File: config.mk
export PLATFORM = sky130hd
export DESIGN_NAME = dmem_arbiter_flat
export DESIGN_NICKNAME = d
export VERILOG_FILES = /design/src/rtl/dmem_pkg.sv /design/src/rtl/dmem_arbiter_if.sv /design/src/rtl/rr_arb2.sv /design/src/rtl/dmem_arbiter.sv /design/src/flat_wrapper.sv
export SDC_FILE = /design/constraint.sdc
export NUM_CORES = 1
export LEC_CHECK = 0
export BUFFER_PORTS_ARGS = -buffer_cell sky130_fd_sc_hd__buf_2
export CELL_PAD_IN_SITES_DETAIL_PLACEMENT = 0
export CELL_PAD_IN_SITES_GLOBAL_PLACEMENT = 1
export CORE_MARGIN = 2
export CORE_UTILIZATION = 32
export CTS_BUF_LIST = sky130_fd_sc_hd__clkbuf_2 sky130_fd_sc_hd__clkbuf_4 sky130_fd_sc_hd__clkbuf_8
export DETAILED_ROUTE_END_ITERATION = 8
export PLACE_DENSITY_LB_ADDON = 0.1
export SETUP_SLACK_MARGIN = 0.5
export SLEW_MARGIN = 20
export SYNTH_ARGS = -nofsm -noshare
export SYNTH_HDL_FRONTEND = slang
export SYNTH_SLANG_ARGS = --single-unit
File: constraint.sdc
create_clock -name clk -period 2.15 [get_ports clk]
set_clock_uncertainty 0.2 [all_clocks]
set_input_delay 0.3225 -clock clk [delete_from_list [all_inputs] [get_ports clk]]
set_output_delay 0.3225 -clock clk [all_outputs]
set_load 0.05 [all_outputs]
File: src/rtl/dmem_pkg.sv
// Shared types and constants for the data-memory arbiter and its helpers.
package dmem_pkg;
    typedef enum logic [1:0] {IDLE, ACCESS, RD_WAIT, RESP} state_t;

    localparam int P_CPU = 0;
    localparam int P_DMA = 1;
endpackage

File: src/rtl/dmem_arbiter_if.sv
// One requester port of the data-memory arbiter: request and response handshakes.
interface dmem_arbiter_if #(
    parameter int AW = 5,
    parameter int DW = 32
);
    logic          req_valid;
    logic          req_ready;
    logic          req_we;
    logic [AW-1:0] req_addr;
    logic [DW-1:0] req_wdata;
    logic          rsp_valid;
    logic          rsp_ready;
    logic [DW-1:0] rsp_rdata;
    logic          rsp_err;

    modport master (
        output req_valid, req_we, req_addr, req_wdata, rsp_ready,
        input  req_ready, rsp_valid, rsp_rdata, rsp_err
    );

    modport slave (
        input  req_valid, req_we, req_addr, req_wdata, rsp_ready,
        output req_ready, rsp_valid, rsp_rdata, rsp_err
    );
endinterface

File: src/rtl/rr_arb2.sv
// Two-way round-robin grant: a lone requester wins, a tie goes to the port
// that did not win last time.
module rr_arb2 (
    input  logic [1:0] req,
    input  logic       last_grant,
    input  logic       enable,
    output logic [1:0] gnt
);
    always_comb begin
        gnt = 2'b00;
        if (enable) begin
            case (req)
                2'b01:   gnt = 2'b01;
                2'b10:   gnt = 2'b10;
                2'b11:   gnt = last_grant ? 2'b01 : 2'b10;
                default: gnt = 2'b00;
            endcase
        end
    end
endmodule

File: src/rtl/dmem_arbiter.sv
// Shares the single-port data memory between the CPU LSU (port 0) and the
// DMA/debug loader (port 1); one transaction in flight at a time.
module dmem_arbiter
    import dmem_pkg::*;
#(
    parameter int AW      = 5,
    parameter int DW      = 32,
    parameter int DEPTH   = 32,
    parameter int MEM_LAT = 0
) (
    input  logic           clk,
    input  logic           reset,
    dmem_arbiter_if.slave  p0,
    dmem_arbiter_if.slave  p1,
    output logic           mem_we,
    output logic           mem_re,
    output logic [AW-1:0]  mem_addr,
    output logic [DW-1:0]  mem_wdata,
    input  logic [DW-1:0]  mem_rdata
);
    state_t        state_q, state_d;
    logic          owner_q, last_grant_q, we_q, err_q;
    logic [AW-1:0] addr_q;
    logic [DW-1:0] wdata_q, rdata_q;
    logic [1:0]    gnt;
    logic          in_range, rsp_ready;

    rr_arb2 u_arb (
        .req        ({p1.req_valid, p0.req_valid}),
        .last_grant (last_grant_q),
        .enable     (state_q == IDLE),
        .gnt        (gnt)
    );

    assign in_range  = 32'(addr_q) < 32'(DEPTH);
    assign rsp_ready = owner_q ? p1.rsp_ready : p0.rsp_ready;

    assign p0.req_ready = gnt[P_CPU];
    assign p1.req_ready = gnt[P_DMA];

    // Response payload is zeroed on the port that does not own the transaction.
    assign p0.rsp_valid = (state_q == RESP) && (owner_q == 1'(P_CPU));
    assign p1.rsp_valid = (state_q == RESP) && (owner_q == 1'(P_DMA));
    assign p0.rsp_rdata = p0.rsp_valid ? rdata_q : '0;
    assign p1.rsp_rdata = p1.rsp_valid ? rdata_q : '0;
    assign p0.rsp_err   = p0.rsp_valid & err_q;
    assign p1.rsp_err   = p1.rsp_valid & err_q;

    always_comb begin
        state_d   = state_q;
        mem_we    = 1'b0;
        mem_re    = 1'b0;
        mem_addr  = '0;
        mem_wdata = '0;
        case (state_q)
            IDLE:    if (|gnt) state_d = ACCESS;
            ACCESS: begin
                if (in_range) begin
                    mem_we    = we_q;
                    mem_re    = !we_q;
                    mem_addr  = addr_q;
                    mem_wdata = we_q ? wdata_q : '0;
                end
                state_d = (in_range && !we_q && MEM_LAT == 1) ? RD_WAIT : RESP;
            end
            RD_WAIT: state_d = RESP;
            RESP:    if (rsp_ready) state_d = IDLE;
            default: state_d = IDLE;
        endcase
    end

    always_ff @(posedge clk) begin
        if (reset) begin
            state_q      <= IDLE;
            last_grant_q <= 1'b1;
            owner_q      <= 1'b0;
            we_q         <= 1'b0;
            addr_q       <= '0;
            wdata_q      <= '0;
            rdata_q      <= '0;
            err_q        <= 1'b0;
        end else begin
            state_q <= state_d;
            case (state_q)
                IDLE: if (|gnt) begin
                    owner_q      <= gnt[P_DMA];
                    last_grant_q <= gnt[P_DMA];
                    we_q         <= gnt[P_DMA] ? p1.req_we    : p0.req_we;
                    addr_q       <= gnt[P_DMA] ? p1.req_addr  : p0.req_addr;
                    wdata_q      <= gnt[P_DMA] ? p1.req_wdata : p0.req_wdata;
                    rdata_q      <= '0;
                    err_q        <= 1'b0;
                end
                ACCESS: begin
                    if (!in_range) begin
                        err_q   <= 1'b1;
                        rdata_q <= '0;
                    end else if (!we_q && MEM_LAT == 0) begin
                        rdata_q <= mem_rdata;
                    end
                end
                RD_WAIT: rdata_q <= mem_rdata;
                default: ;
            endcase
        end
    end
endmodule

File: src/flat_wrapper.sv
// flat-port wrapper written by rule: the top's interface ports become plain ports
module dmem_arbiter_flat import dmem_pkg::*;
#(
    parameter int AW      = 5,
    parameter int DW      = 32,
    parameter int DEPTH   = 32,
    parameter int MEM_LAT = 0
)
  (clk, reset, mem_we, mem_re, mem_addr, mem_wdata, mem_rdata, p0_req_valid, p0_req_we, p0_req_addr, p0_req_wdata, p0_rsp_ready, p0_req_ready, p0_rsp_valid, p0_rsp_rdata, p0_rsp_err, p1_req_valid, p1_req_we, p1_req_addr, p1_req_wdata, p1_rsp_ready, p1_req_ready, p1_rsp_valid, p1_rsp_rdata, p1_rsp_err);
  dmem_arbiter_if #(.AW(AW), .DW(DW)) p0_i ();
  dmem_arbiter_if #(.AW(AW), .DW(DW)) p1_i ();
  input  logic clk;
  input  logic reset;
  output logic mem_we;
  output logic mem_re;
  output logic [AW-1:0] mem_addr;
  output logic [DW-1:0] mem_wdata;
  input  logic [DW-1:0] mem_rdata;
  input wire logic [$bits(p0_i.req_valid)-1:0] p0_req_valid;
  input wire logic [$bits(p0_i.req_we)-1:0] p0_req_we;
  input wire logic [$bits(p0_i.req_addr)-1:0] p0_req_addr;
  input wire logic [$bits(p0_i.req_wdata)-1:0] p0_req_wdata;
  input wire logic [$bits(p0_i.rsp_ready)-1:0] p0_rsp_ready;
  output wire logic [$bits(p0_i.req_ready)-1:0] p0_req_ready;
  output wire logic [$bits(p0_i.rsp_valid)-1:0] p0_rsp_valid;
  output wire logic [$bits(p0_i.rsp_rdata)-1:0] p0_rsp_rdata;
  output wire logic [$bits(p0_i.rsp_err)-1:0] p0_rsp_err;
  input wire logic [$bits(p1_i.req_valid)-1:0] p1_req_valid;
  input wire logic [$bits(p1_i.req_we)-1:0] p1_req_we;
  input wire logic [$bits(p1_i.req_addr)-1:0] p1_req_addr;
  input wire logic [$bits(p1_i.req_wdata)-1:0] p1_req_wdata;
  input wire logic [$bits(p1_i.rsp_ready)-1:0] p1_rsp_ready;
  output wire logic [$bits(p1_i.req_ready)-1:0] p1_req_ready;
  output wire logic [$bits(p1_i.rsp_valid)-1:0] p1_rsp_valid;
  output wire logic [$bits(p1_i.rsp_rdata)-1:0] p1_rsp_rdata;
  output wire logic [$bits(p1_i.rsp_err)-1:0] p1_rsp_err;
  assign p0_i.req_valid = p0_req_valid;
  assign p0_i.req_we = p0_req_we;
  assign p0_i.req_addr = p0_req_addr;
  assign p0_i.req_wdata = p0_req_wdata;
  assign p0_i.rsp_ready = p0_rsp_ready;
  assign p0_req_ready = p0_i.req_ready;
  assign p0_rsp_valid = p0_i.rsp_valid;
  assign p0_rsp_rdata = p0_i.rsp_rdata;
  assign p0_rsp_err = p0_i.rsp_err;
  assign p1_i.req_valid = p1_req_valid;
  assign p1_i.req_we = p1_req_we;
  assign p1_i.req_addr = p1_req_addr;
  assign p1_i.req_wdata = p1_req_wdata;
  assign p1_i.rsp_ready = p1_rsp_ready;
  assign p1_req_ready = p1_i.req_ready;
  assign p1_rsp_valid = p1_i.rsp_valid;
  assign p1_rsp_rdata = p1_i.rsp_rdata;
  assign p1_rsp_err = p1_i.rsp_err;
  dmem_arbiter #(.AW(AW), .DW(DW), .DEPTH(DEPTH), .MEM_LAT(MEM_LAT)) u_core (.clk(clk), .reset(reset), .p0(p0_i), .p1(p1_i), .mem_we(mem_we), .mem_re(mem_re), .mem_addr(mem_addr), .mem_wdata(mem_wdata), .mem_rdata(mem_rdata));
endmodule
==> Word-level counts from Yosys, hierarchy flattened <==
Index checks and enable logic that the tools add are counted.
{ "word_totals": {"register_bits": 74, "input_bits": 114, "elab_cells": 47, "out_inout_bits": 109} }
{ "classes": {"n_eq_ne": 9, "n_bitwise": 1, "reduce_logical": 10, "mux": 20} }
{ "op_table": {"columns": ["operator", "count"], "rows": [
  ["two-way mux 32 bit", 7],
  ["one-hot mux 32 bit (3 select lines)", 1],
  ["one-hot mux 2 bit (3 select lines)", 2],
  ["two-way mux 5 bit", 2],
  ["equality test 2 bit, second input constant", 4],
  ["two-way mux 2 bit", 4],
  ["equality test 2 x 1 -> 1 bit, second input constant", 2],
  ["two-way mux 1 bit", 4],
  ["inequality test 2 x 1 -> 1 bit, second input constant", 2],
  ["AND reduction 2 bit", 2],
  ["OR reduction 2 bit", 2],
  ["AND reduction 3 bit", 1],
  ["nonzero test 3 bit", 1],
  ["logical AND 1 bit", 2],
  ["zero test 2 bit", 1],
  ["inequality test 2 bit, second input constant", 1],
  ["zero test 1 bit", 1],
  ["NOT 1 bit", 1]
]} }

==> Logic depth before layout (Yosys ltp) <==
Gate-level depths: netlist (run 1).
{ "depth": {"depth_word": 6, "ltp_mapped": 7, "ltp_nobuf": 5} }

==> Hierarchy <==
Synthesis (run 1) repeated with hierarchy kept, for this count alone.
{ "hier_totals": {"cells_unflattened": 475, "hier_area_um2": 3980.1} }
{ "modules_own_cells": {"columns": ["module", "seq_area_each_um2", "area_each_um2", "n_inst", "cells_each"], "rows": [
  ["dmem_arbiter", 1481.4, 3958.8, 1, 470],
  ["rr_arb2", 0.0, 21.3, 1, 5]
]} }

==> Worst setup path before layout (run 1) <==
No wires, ideal clock.
{ "synth_path": {"path_type": "register to output", "start": "register u_core.state_q[0]", "end": "output port p0_rsp_rdata[10]", "path_slack_ns": -0.399, "path_stages_with_launch": 6, "n_path_buf": 2, "required_ns": 1.627, "t_arrival_ns": 2.026, "cell_sequence": "dfxtp_1 -> ha_1 -> buf_2 -> nor2b_1 -> clkbuf_1 -> and2_1"} }
{ "synth_via": {"elab_chain_cells": 3} }
{ "synth_lines": {"columns": ["item", "line_no", "source"], "rows": [
  ["start, declared", "dmem_arbiter.sv:21", "state_t state_q, state_d;"],
  ["start signal, assigned", "dmem_arbiter.sv:83", "state_q <= state_d;"],
  ["equality test 2 bit", "dmem_arbiter.sv:42", "assign p0.rsp_valid = (state_q == RESP) && (owner_q == 1'(P_CPU));"],
  ["logical AND 1 bit", "dmem_arbiter.sv:42", null],
  ["net p0_rsp_valid", "flat_wrapper.sv:25", "output wire logic [$bits(p0_i.rsp_valid)-1:0] p0_rsp_valid;"],
  ["two-way mux 32 bit", "dmem_arbiter.sv:44", "assign p0.rsp_rdata = p0.rsp_valid ? rdata_q : '0;"],
  ["end, declared", "flat_wrapper.sv:26", "output wire logic [$bits(p0_i.rsp_rdata)-1:0] p0_rsp_rdata;"]
]} }
The timed path passes the listed nets, and every way through them passes these cells.

==> Final worst setup path (run 1) <==
{ "layout_path": {"start": "register u_core.state_q[1]", "end": "output port p0_rsp_rdata[25]"} }
{ "layout_via": {"elab_chain_cells": 3} }
{ "layout_lines": {"columns": ["item", "line_no"], "rows": [
  ["equality test 2 bit", "dmem_arbiter.sv:42"],
  ["logical AND 1 bit", "dmem_arbiter.sv:42"],
  ["two-way mux 32 bit", "dmem_arbiter.sv:44"]
]} }
Every way passes these cells.

==> results of run 1 <==
## final timing paths
kind	to	slack, ns	cells past startpoint
worst min-delay path	u_core.rdata_q[8]$_SDFFE_PP0P_	0.05	3
worst max register to register	u_core.rdata_q[3]$_SDFFE_PP0P_	0.27	8
worst min register to register	u_core.wdata_q[15]$_SDFFE_PP0P_	0.26	1
worst max-delay path	p0_rsp_rdata[25]	-0.01	7
## power by group
part / switching, uW / internal (uW) / total [uW] / leakage [uW]
Sequential: 206 / 1670 / 1870 / 0.000607
Clock: 496 / 484 / 980 / 0.0000954
Combinational: 1350 / 1020 / 2370 / 0.00221
Total: 2050 / 3170 / 5220 / 0.00291
## timing repair
| item | 4_1_cts | 5_1_grt |
|---|---|---|
| endpoints found under the setup margin | 160 | 179 |
| buffers inserted | 7 | 4 |
| pin swaps | 1 | 21 |
| endpoints found under the hold margin | 0 | 0 |
| gates resized for setup | 109 | 123 |
| cloned | 2 | 4 |
## cell type report
type / count / share of cell area [%]
multi-input cells: 307 / 37.1
repair buffers: 257 / 34.4
well taps: 147 / 2.82
clock inverters: 3 / 0.231
inverters: 2 / 0.154
clock buffers: 12 / 2.44
flip-flops and latches: 74 / 22.9
diodes: 1 / 0.0384
## registers in the layout, summed over array words and instances, names as in the netlist
name / cells
u_core.we_q: 1
u_core.state_q: 2
u_core.addr_q: 5
u_core.rdata_q: 32
u_core.wdata_q: 32
u_core.owner_q: 1
u_core.last_grant_q: 1
## worst min-delay path, cell delays in order
cell and delay (ns):
buf_2 0.10, nand4_1 0.07, a21oi_1 0.06
## Yosys cell counts (2+ instances only)
master | count | area share [%]
nor2b_1 | 2 | 0.32
and2_1 | 39 | 6.3
dfxtp_1 | 74 | 38
nand2b_1 | 3 | 0.49
o2bb2ai_1 | 38 | 8.6
nand4_1 | 32 | 5.2
buf_4 | 3 | 0.58
and3_1 | 64 | 10
clkbuf_2 | 4 | 0.52
buf_2 | 17 | 2.2
nor2_1 | 3 | 0.29
clkbuf_1 | 35 | 3.4
a32oi_1 | 38 | 8.6
buf_6 | 4 | 1.2
inv_1 | 2 | 0.19
o21ai_0 | 32 | 4.1
a21oi_1 | 36 | 4.7
ha_1 | 4 | 1.3
mux2i_1 | 2 | 0.52
## per-layer routing
| layer | vias to the layer above | global-route usage [%] | share of wire [%] |
|---|---|---|---|
| li1 | 2105 | - | - |
| met1 | 2008 | 25.6 | 42 |
| met2 | 164 | 34.2 | 50 |
| met3 | 14 | 4.36 | 6.9 |
| met4 | 0 | 6.42 | 1.2 |
| met5 | - | 0 | 0 |
## logic make-up (layout without fill, tap and decap cells)
logic type,Yosys count,after routing
multiplexers,3,3
other,1,3
buffers and inverters,65,274
AND/OR/NAND/NOR,150,150
AO/OA/AOI/OAI,148,148
adder cells (fa/ha/maj),4,4
flip-flops,74,74
## metrics by stage
step                hold slack (ns)  setup TNS (ns)  total power, uW
finish                       0.0533         -0.0656             5220
global route                 0.0502           -2.28             5560
CTS                          0.0307               0             5020
detailed placement            0.239               0             3760
global placement              0.236               0             3720
floorplan                     0.224               0             3200
==> impl_metrics.csv, run 1 <==
group,metric,value,unit
status,status,"finished with violations",
status,violations,"setup timing",
critical_path,cp-end-kind,"output pin",
global_routing,grt_pass1_vias,4029,
floorplanning,die_area,0.0130,mm^2
critical_path,critPathMostFrequentCell,"buf_6",
layout,design_area,0.00651,mm^2
route,wirelength,14100,um
global_routing,grt_usage,20.2,%
synth,ys_types,32,
critical_path,path_max_fanout,6,
place,post-place-ws,0.210,ns
clocking,clkSinkCount,74,
floorplanning,die_y,114,um
pwr,power.density,802,mW/mm^2
critical_path,worstPathRequired,1.63,ns
hold_path,hold_path_startpoint,"mem_rdata[8]",
critical_path,path_buf_inv,4,
critical_path,crit_start,"u_core.state_q[1]$_SDFFE_PP0P_",
place,post-dp-hpwl,8810,um
hold_path,hold_class,"in -> reg",
global_routing,grt_max_degree,42,
clocking,clkLatencyLatePin,0.34,ns
global_routing,grt_overflow,0,
layout,layout-drive-gt1-share,59.7,%
place,dpl_cell_area,0.00537,mm^2
timing,hold_violations,0,
critical_path,crit_type,"reg -> out",
synth,ys_ff_latch,74,
global_routing,antenna_found_initial,0,
clocking,cts_inserted_buffers,9,
layout,final_util,54.7,%
floorplanning,pin_count,223,
route,final_antenna_net_count,0,
route,drt_iter0_drc,177,
critical_path,path_delay_family,"buffers and inverters",
global_routing,grt_pass1_wl,20900,um
route,drc,0,
layout,fill_cells,1082,
synth,synth_area,0.00386,mm^2
timing,fin_ws,-0.0130,ns
critical_path,worst_ep_arrival_time,1.64,ns
clocking,clk_path_buf_depth,2,
timing,slew_viol_final,0,
layout,areaGrowthSynthToFinish,68.7,%
synth,yosys_warnings,0,
place,place_inst,770,
critical_path,cp_cell_sequence,"ha_4 -> nor2b_4 -> buf_12 -> buf_6 -> buf_6 -> and2_4 -> buf_8",
synth,async_flop_share,0,%
timing,final.min_clock_period,2.16,ns
route,via_per_inst,5.34,
clocking,root_buffer,"clkbuf_8",
timing,setup_viol,7,
synth,avgSynthCellArea,8.68,um^2
layout,nets,769,
route,routedWlPerCell,17.5,um
synth,yosys.area_share.simple,24.6,%
timing,timing.final.crit_share,101,%
layout,layout_common_cells,"buf_2, dfxtp_1, buf_8, buf_6, and2_4",
floorplanning,chipWidth,114,um
timing,max_freq,462,MHz
clocking,h-tree-depth,3,
route,vias,4291,
synth,synth_edf_count,0,
synth,ys_seq_area_share,38.4,%
critical_path,crit_path_start_kind,"flip-flop",
floorplanning,core_area,0.0119,mm^2
critical_path,cpMaxStageDelayCell,"dfxtp_4",
synth,synth_compound_area_share,26.8,%
layout,final_cell_count_no_fill,803,
synth,synthMuxAreaShare,0.810,%
place,numPortBuffers,220,
pwr,ir_drop,0.000426,V
synth,yosys_most_used_dff,"dfxtp_1",
floorplanning,rows,40,
layout,mostFrequentLayoutCell,"buf_2",
synth,syn_inst,445,
layout,regArea,0.00149,mm^2
layout,multi_input_area,0.00241,mm^2
clocking,holdBufCountCts,0,
clocking,clk_pin_slew,0.08,ns
route,drt-pass1-iter-count,4,
synth,synthXorXnorAreaFrac,0,%
critical_path,slowest_delay,0.37,ns
clocking,cts_tree,"built",
pwr,p_leak,0.00291,uW
job,maxCapViolCount,0,
synth,synth_top_family_by_area,"compound AO/OA/AOI/OAI gates",
place,gp_congestion,0.740,
synth,synth_fa_ha_area_share,1.30,%
critical_path,reg2reg_from,"u_core.state_q[1]$_SDFFE_PP0P_",
floorplanning,start_util,32.4,%
timing,grt_setup_unrepaired,"yes",
(Power assumes the default switching activity.)
==> run 2, diff against run 1 <==
--- a/config.mk
+++ b/config.mk
@@ -8,6 +8,7 @@
 export BUFFER_PORTS_ARGS = -buffer_cell sky130_fd_sc_hd__buf_2
 export CELL_PAD_IN_SITES_DETAIL_PLACEMENT = 0
 export CELL_PAD_IN_SITES_GLOBAL_PLACEMENT = 1
+export CORE_ASPECT_RATIO = 0.9
 export CORE_MARGIN = 2
 export CORE_UTILIZATION = 32
 export CTS_BUF_LIST = sky130_fd_sc_hd__clkbuf_2 sky130_fd_sc_hd__clkbuf_4 sky130_fd_sc_hd__clkbuf_8
==> run 2 against run 1 <==
The flow still finishes with violations (setup timing). Cell area grew 12%. First-iteration DRC count grew 97%. Sequential share of layout area shrank 2.4 points. Wire length grew 9.7%. Cell count grew 3.6%. Hold slack lost 0.028 ns. Largest cell class is now non-clock buffers. Register-to-register slack lost 0.14 ns. Utilization grew 6.2 points. Global-route usage grew 1.4 points. Critical path depth shrank 1. Worst setup slack gained 0.0092 ns. Maximum frequency grew 0.43%.
==> impl_metrics.csv, run 2 (same netlist as run 1, synthesis figures left out) <==
group,metric,value,unit
global_routing,antenna_found_initial,0,
place,place_inst,786,
route,wirelength,15500,um
layout,mostFrequentLayoutCell,"buf_2",
critical_path,crit_type,"reg -> out",
route,met2WireLength,7620,um
critical_path,reg2reg_depth,9,
layout,final_cell_count_no_fill,832,
pwr,p_leak,0.00307,uW
timing,timing.final.crit_share,100,%
global_routing,grt_max_degree,40,
place,numPortBuffers,220,
timing,setup_viol,2,
layout,antenna_cells_inserted,0,
route,drc,0,
critical_path,worstPathRequired,1.63,ns
floorplanning,die_y,108,um
floorplanning,start_util,32.4,%
layout,fill_cells,998,
timing,fin_ws,-0.00378,ns
route,via_per_inst,5.45,
clocking,root_buffer,"clkbuf_8",
route,highest_layer,"met4",
place,post-dp-hpwl,9250,um
pwr,power.density,813,mW/mm^2
hold_path,min_delay_path_depth,3,
critical_path,worst_ep_arrival_time,1.63,ns
layout,final_util,60.9,%
pwr,seqPwrFrac,32.0,%
clocking,cts_tree,"built",
status,violations,"setup timing",
timing,max_freq,464,MHz
critical_path,crit_path_start_kind,"flip-flop",
clocking,clkSinkCount,74,
route,wl_met3,993,um
route,routedWlPerCell,18.6,um
critical_path,crit_start,"u_core.state_q[0]$_SDFFE_PP0P_",
pwr,p_int,3710,uW
floorplanning,die_area,0.0130,mm^2
critical_path,worst-r2r-setup-slack,0.13,ns
layout,largestRegisters,"u_core.rdata_q: 32 flops, u_core.wdata_q: 32 flops, u_core.addr_q: 5 flops",
pwr,p_comb_share,46.4,%
route,final_antenna_net_count,0,
clocking,cts_inserted_buffers,9,
critical_path,cp-end-kind,"output pin",
floorplanning,chipWidth,120,um
route,drt_iter0_drc,349,
layout,layout_common_cells,"buf_2, buf_8, dfxtp_1, and3_4, and2_4",
clocking,h-tree-depth,3,
timing,slew_viol_final,0,
pwr,p_sw_share,37.3,%
place,post-place-ws,0.198,ns
pwr,power.switching,2200,uW
hold_path,hold_path_startpoint,"mem_rdata[21]",
timing,setup-tns-final,-0.00653,ns
status,status,"finished with violations",
pwr,ir_drop,0.000402,V
floorplanning,pin_count,223,
global_routing,grt_usage,21.5,%
critical_path,reg2reg_from,"u_core.state_q[0]$_SDFFE_PP0P_",
route,vias,4538,
place,gp_congestion,0.804,
global_routing,grt_pass1_vias,4280,
layout,areaGrowthSynthToFinish,88.2,%
clocking,clkLatencyLatePin,0.36,ns
clocking,clk_pin_slew,0.08,ns
floorplanning,core_area,0.0119,mm^2
critical_path,worstReg2RegEnd,"u_core.rdata_q[22]$_SDFFE_PP0P_",
critical_path,path_max_fanout,8,
global_routing,grt_overflow,0,
route,wl_met1,6570,um
pwr,finalPower,5910,uW
job,maxCapViolCount,0,
pwr,clkPwrFrac,21.6,%
floorplanning,rows,38,
timing,final.min_clock_period,2.15,ns
global_routing,grt_pass1_wl,22200,um
hold_path,hold_class,"in -> reg",
layout,layout-drive-gt1-share,62.2,%
clocking,clk_path_buf_depth,2,
clocking,holdBufCountCts,0,
layout,nets,785,
hold_path,hold_end,"u_core.rdata_q[21]$_SDFFE_PP0P_",
timing,grt_setup_unrepaired,"yes",
timing,hold_violations,0,
route,drt-pass1-iter-count,4,
## run 2: cell types whose count changed in the layout (fill, tap and decap cells not counted), sizes merged
| cell | before | now |
|---|---|---|
| clkinv | 3 | 1 |
| buf | 254 | 268 |
| diode | 1 | 0 |
| bufinv | 0 | 2 |
| clkbuf | 15 | 17 |
| clkinvlp | 0 | 1 |
## run 2: worst max-delay path by stage
stage	endpoint	slack, ns	cells past startpoint
finish	p0_rsp_rdata[12]	-0.004	6
floorplan	p0_rsp_rdata[10]	0.41	5
detailed placement	u_core.rdata_q[8]$_SDFFE_PP0P_	0.20	5
CTS	p0_rsp_rdata[17]	0.03	6
global route	p0_rsp_rdata[12]	-0.08	6
global placement	u_core.rdata_q[10]$_SDFFE_PP0P_	0.24	5
## run 2: cell type report
| cell class | count | area [um^2] | share of cell area (%) |
|---|---|---|---|
| clock buffer | 12 | 165 | 2.27 |
| sequential | 74 | 1490 | 20.5 |
| multi-input combinational | 307 | 2540 | 34.9 |
| timing repair buffer | 273 | 2800 | 38.5 |
| inverter | 2 | 7.51 | 0.103 |
| tap | 160 | 200 | 2.75 |
| clock inverter | 4 | 72.6 | 0.998 |
## run 2: stage by stage
stage	area (um^2)	hold WS, ns
floorplan	4200	0.224
global placement	5370	0.236
detailed placement	5370	0.240
CTS	6590	0.0191
global route	7270	0.0209
finish	7270	0.0256
## run 2: worst max-delay path, stage by stage, from the launching register on
cell       delay [ns]
dfxtp_4          0.37
ha_4             0.15
nor2b_4          0.17
buf_6            0.14
clkbuf_16        0.15
and2_4           0.15
buf_8            0.14
## run 2: timing repair
| item | CTS | global route |
|---|---|---|
| setup endpoints to repair | 140 | 179 |
| setup buffers | 7 | 12 |
| pin swaps | 1 | 54 |
| gates resized for setup | 266 | 109 |
| gates cloned | 3 | 8 |
## run 2: power by group through the flow
| stage | Combinational [uW] | Clock [uW] | Sequential, uW |
|---|---|---|---|
| final | 2740 | 1280 | 1890 |
| after global routing | 2930 | 1380 | 1920 |
| after CTS | 2210 | 1310 | 1870 |
| after detailed placement | 1870 | 0 | 1890 |
| after global placement | 1830 | 0 | 1880 |
| after floorplan | 1390 | 0 | 1810 |
## run 2: metal layers
metal | up-vias | global-route usage (%)
li1 | 2140 | -
met1 | 2204 | 26.5
met2 | 168 | 37.5
met3 | 26 | 5.54
met4 | 0 | 5.80
met5 | - | 0
==> run 3, diff against run 2 <==
--- a/config.mk
+++ b/config.mk
@@ -10,7 +10,7 @@
 export CELL_PAD_IN_SITES_GLOBAL_PLACEMENT = 1
 export CORE_ASPECT_RATIO = 0.9
 export CORE_MARGIN = 2
-export CORE_UTILIZATION = 32
+export CORE_UTILIZATION = 30
 export CTS_BUF_LIST = sky130_fd_sc_hd__clkbuf_2 sky130_fd_sc_hd__clkbuf_4 sky130_fd_sc_hd__clkbuf_8
 export DETAILED_ROUTE_END_ITERATION = 8
 export PLACE_DENSITY_LB_ADDON = 0.1
==> run 3 against run 2 <==
The flow still finishes with violations (setup timing). Flip-flop and latch count unchanged. Via count about the same. Cell count increased by 1.1%. Hold slack got worse by 0.0040 ns. Global-route usage decreased by 0.64 points. First-iteration DRC count decreased by 20%. Maximum frequency decreased by 0.26%. Critical path depth unchanged. Total power increased by 2.1%. Count of clock-buffer cells in the layout increased by 1. Sequential power about the same. Sequential share of layout area decreased by 1.3 points.
==> impl_metrics.csv, run 3 (same netlist as run 1, synthesis figures left out) <==
group,metric,value,unit
timing,setup_viol,5,
critical_path,cp-endpoint,"p1_rsp_rdata[4]",
global_routing,grt_pass1_vias,4375,
global_routing,grt_pass1_wl,22600,um
critical_path,path_max_fanout,4,
route,vias,4539,
clocking,cts_inserted_buffers,9,
timing,slew_viol_final,0,
layout,final_util,61.3,%
layout,layout_common_cells,"buf_2, buf_8, dfxtp_1, and3_4, and2_4",
global_routing,grt_usage,20.9,%
critical_path,reg2reg_depth,9,
layout,largestRegisters,"u_core.rdata_q: 32 flops, u_core.wdata_q: 32 flops, u_core.addr_q: 5 flops",
global_routing,antenna_found_initial,2,
layout,mostFrequentLayoutCell,"buf_2",
timing,fin_ws,-0.00943,ns
critical_path,path_delay_family,"buffers and inverters",
status,violations,"setup timing",
place,gp_congestion,0.752,
route,final_antenna_net_count,0,
timing,grt_setup_unrepaired,"yes",
hold_path,hold_class,"in -> reg",
route,drt_iter0_drc,278,
critical_path,cp_cell_sequence,"ha_4 -> buf_4 -> buf_6 -> clkbuf_16 -> and3_4 -> buf_6",
pwr,ir_drop,0.000556,V
critical_path,crit_type,"reg -> out",
timing,holdWs,0.0217,ns
timing,hold_violations,0,
floorplanning,pin_count,223,
route,drt-pass1-iter-count,4,
critical_path,reg2reg_from,"u_core.state_q[0]$_SDFFE_PP0P_",
layout,nets,788,
critical_path,critPathMostFrequentCell,"buf_6",
route,wirelength,16400,um
timing,setup-tns-final,-0.0312,ns
place,post-place-ws,0.176,ns
critical_path,cp-end-kind,"output pin",
critical_path,path_buf_inv,4,
clocking,clkSinkCount,74,
layout,areaGrowthSynthToFinish,101,%
pwr,p_leak,0.00324,uW
critical_path,worst_ep_arrival_time,1.64,ns
critical_path,worst-r2r-setup-slack,0.10,ns
critical_path,worstReg2RegEnd,"u_core.rdata_q[5]$_SDFFE_PP0P_",
layout,layout-drive-gt1-share,67.9,%
critical_path,cpMaxStageDelayCell,"dfxtp_4",
critical_path,slowest_delay,0.37,ns
floorplanning,core_area,0.0126,mm^2
status,status,"finished with violations",
critical_path,worstPathRequired,1.63,ns
clocking,clk_path_buf_depth,2,
critical_path,crit_path_start_kind,"flip-flop",
global_routing,grt_overflow,0,
timing,worstMarginPinSlew,0.512,ns
global_routing,grt_max_degree,40,
floorplanning,die_y,112,um
place,place_inst,787,
timing,slew_headroom,65.9,%
clocking,cts_tree,"built",
floorplanning,start_util,30.6,%
place,numPortBuffers,220,
layout,final_cell_count_no_fill,841,
clocking,clkLatencyLatePin,0.37,ns
clocking,root_buffer,"clkbuf_8",
clocking,h-tree-depth,3,
clocking,clk_pin_slew,0.07,ns
route,drc,0,
timing,final.min_clock_period,2.16,ns
critical_path,crit_start,"u_core.state_q[0]$_SDFFE_PP0P_",
route,routedWlPerCell,19.5,um
floorplanning,chipWidth,124,um
timing,timing.final.crit_share,100,%
route,via_per_inst,5.40,
floorplanning,rows,39,
timing,max_freq,463,MHz
critical_path,cp_num_cells,6,
pwr,power.density,780,mW/mm^2
place,post-dp-hpwl,9400,um
floorplanning,die_area,0.0138,mm^2
job,maxCapViolCount,0,
-- run 3: where the power goes --
part / switching, uW / internal (uW)
logic: 1620 / 1480
clock network: 525 / 484
registers: 253 / 1670
total: 2400 / 3640
-- run 3: cell type report --
| class | instances | area [um^2] |
|---|---|---|
| timing repair buffer | 276 | 2970 |
| clock buffer | 13 | 160 |
| antenna | 2 | 5.00 |
| clock inverter | 3 | 15.0 |
| fill | 1026 | 4900 |
| sequential | 74 | 1490 |
| tap | 164 | 205 |
| inverter | 2 | 10.0 |
| multi-input combinational | 307 | 2890 |
-- run 3: worst min-delay path, stage by stage --
cell and delay, ns:
buf_2 0.09, nand4_1 0.07, a21oi_1 0.06
-- run 3: repair_timing --
item,4_1_cts,5_1_grt
setup buffers,14,5
pin swaps,12,21
cloned,6,11
resized for setup,318,109
endpoints found under the setup margin,172,180
hold buffers,0,0
-- run 3: layer usage --
metal,part of all wire [%],vias up,GRT usage (%)
li1,-,2143,-
met1,43,2212,24.8
met2,49,158,35.3
met3,6.2,26,6.25
met4,2.2,0,7.58
met5,0,-,0
-- run 3: metrics by stage --
step | instance area [um^2] | total power (uW)
after floorplan | 4200 | 3200
after global routing | 7740 | 6340
after CTS | 6890 | 5350
final | 7740 | 6040
after detailed placement | 5380 | 3770
after global placement | 5380 | 3730
-- run 3: worst min path at each step --
stage | startpoint | endpoint | slack, ns | cells past startpoint
6_report | mem_rdata[14] | u_core.rdata_q[14]$_SDFFE_PP0P_ | 0.02 | 3
5_1_grt | mem_rdata[10] | u_core.rdata_q[10]$_SDFFE_PP0P_ | 0.01 | 3
4_1_cts | mem_rdata[14] | u_core.rdata_q[14]$_SDFFE_PP0P_ | 0.005 | 3
3_5_place_dp | u_core.wdata_q[26]$_SDFFE_PP0P_ | u_core.wdata_q[26]$_SDFFE_PP0P_ | 0.24 | 1
3_3_place_gp | u_core.wdata_q[21]$_SDFFE_PP0P_ | u_core.wdata_q[21]$_SDFFE_PP0P_ | 0.24 | 1
2_1_floorplan | u_core.wdata_q[24]$_SDFFE_PP0P_ | u_core.wdata_q[24]$_SDFFE_PP0P_ | 0.22 | 1
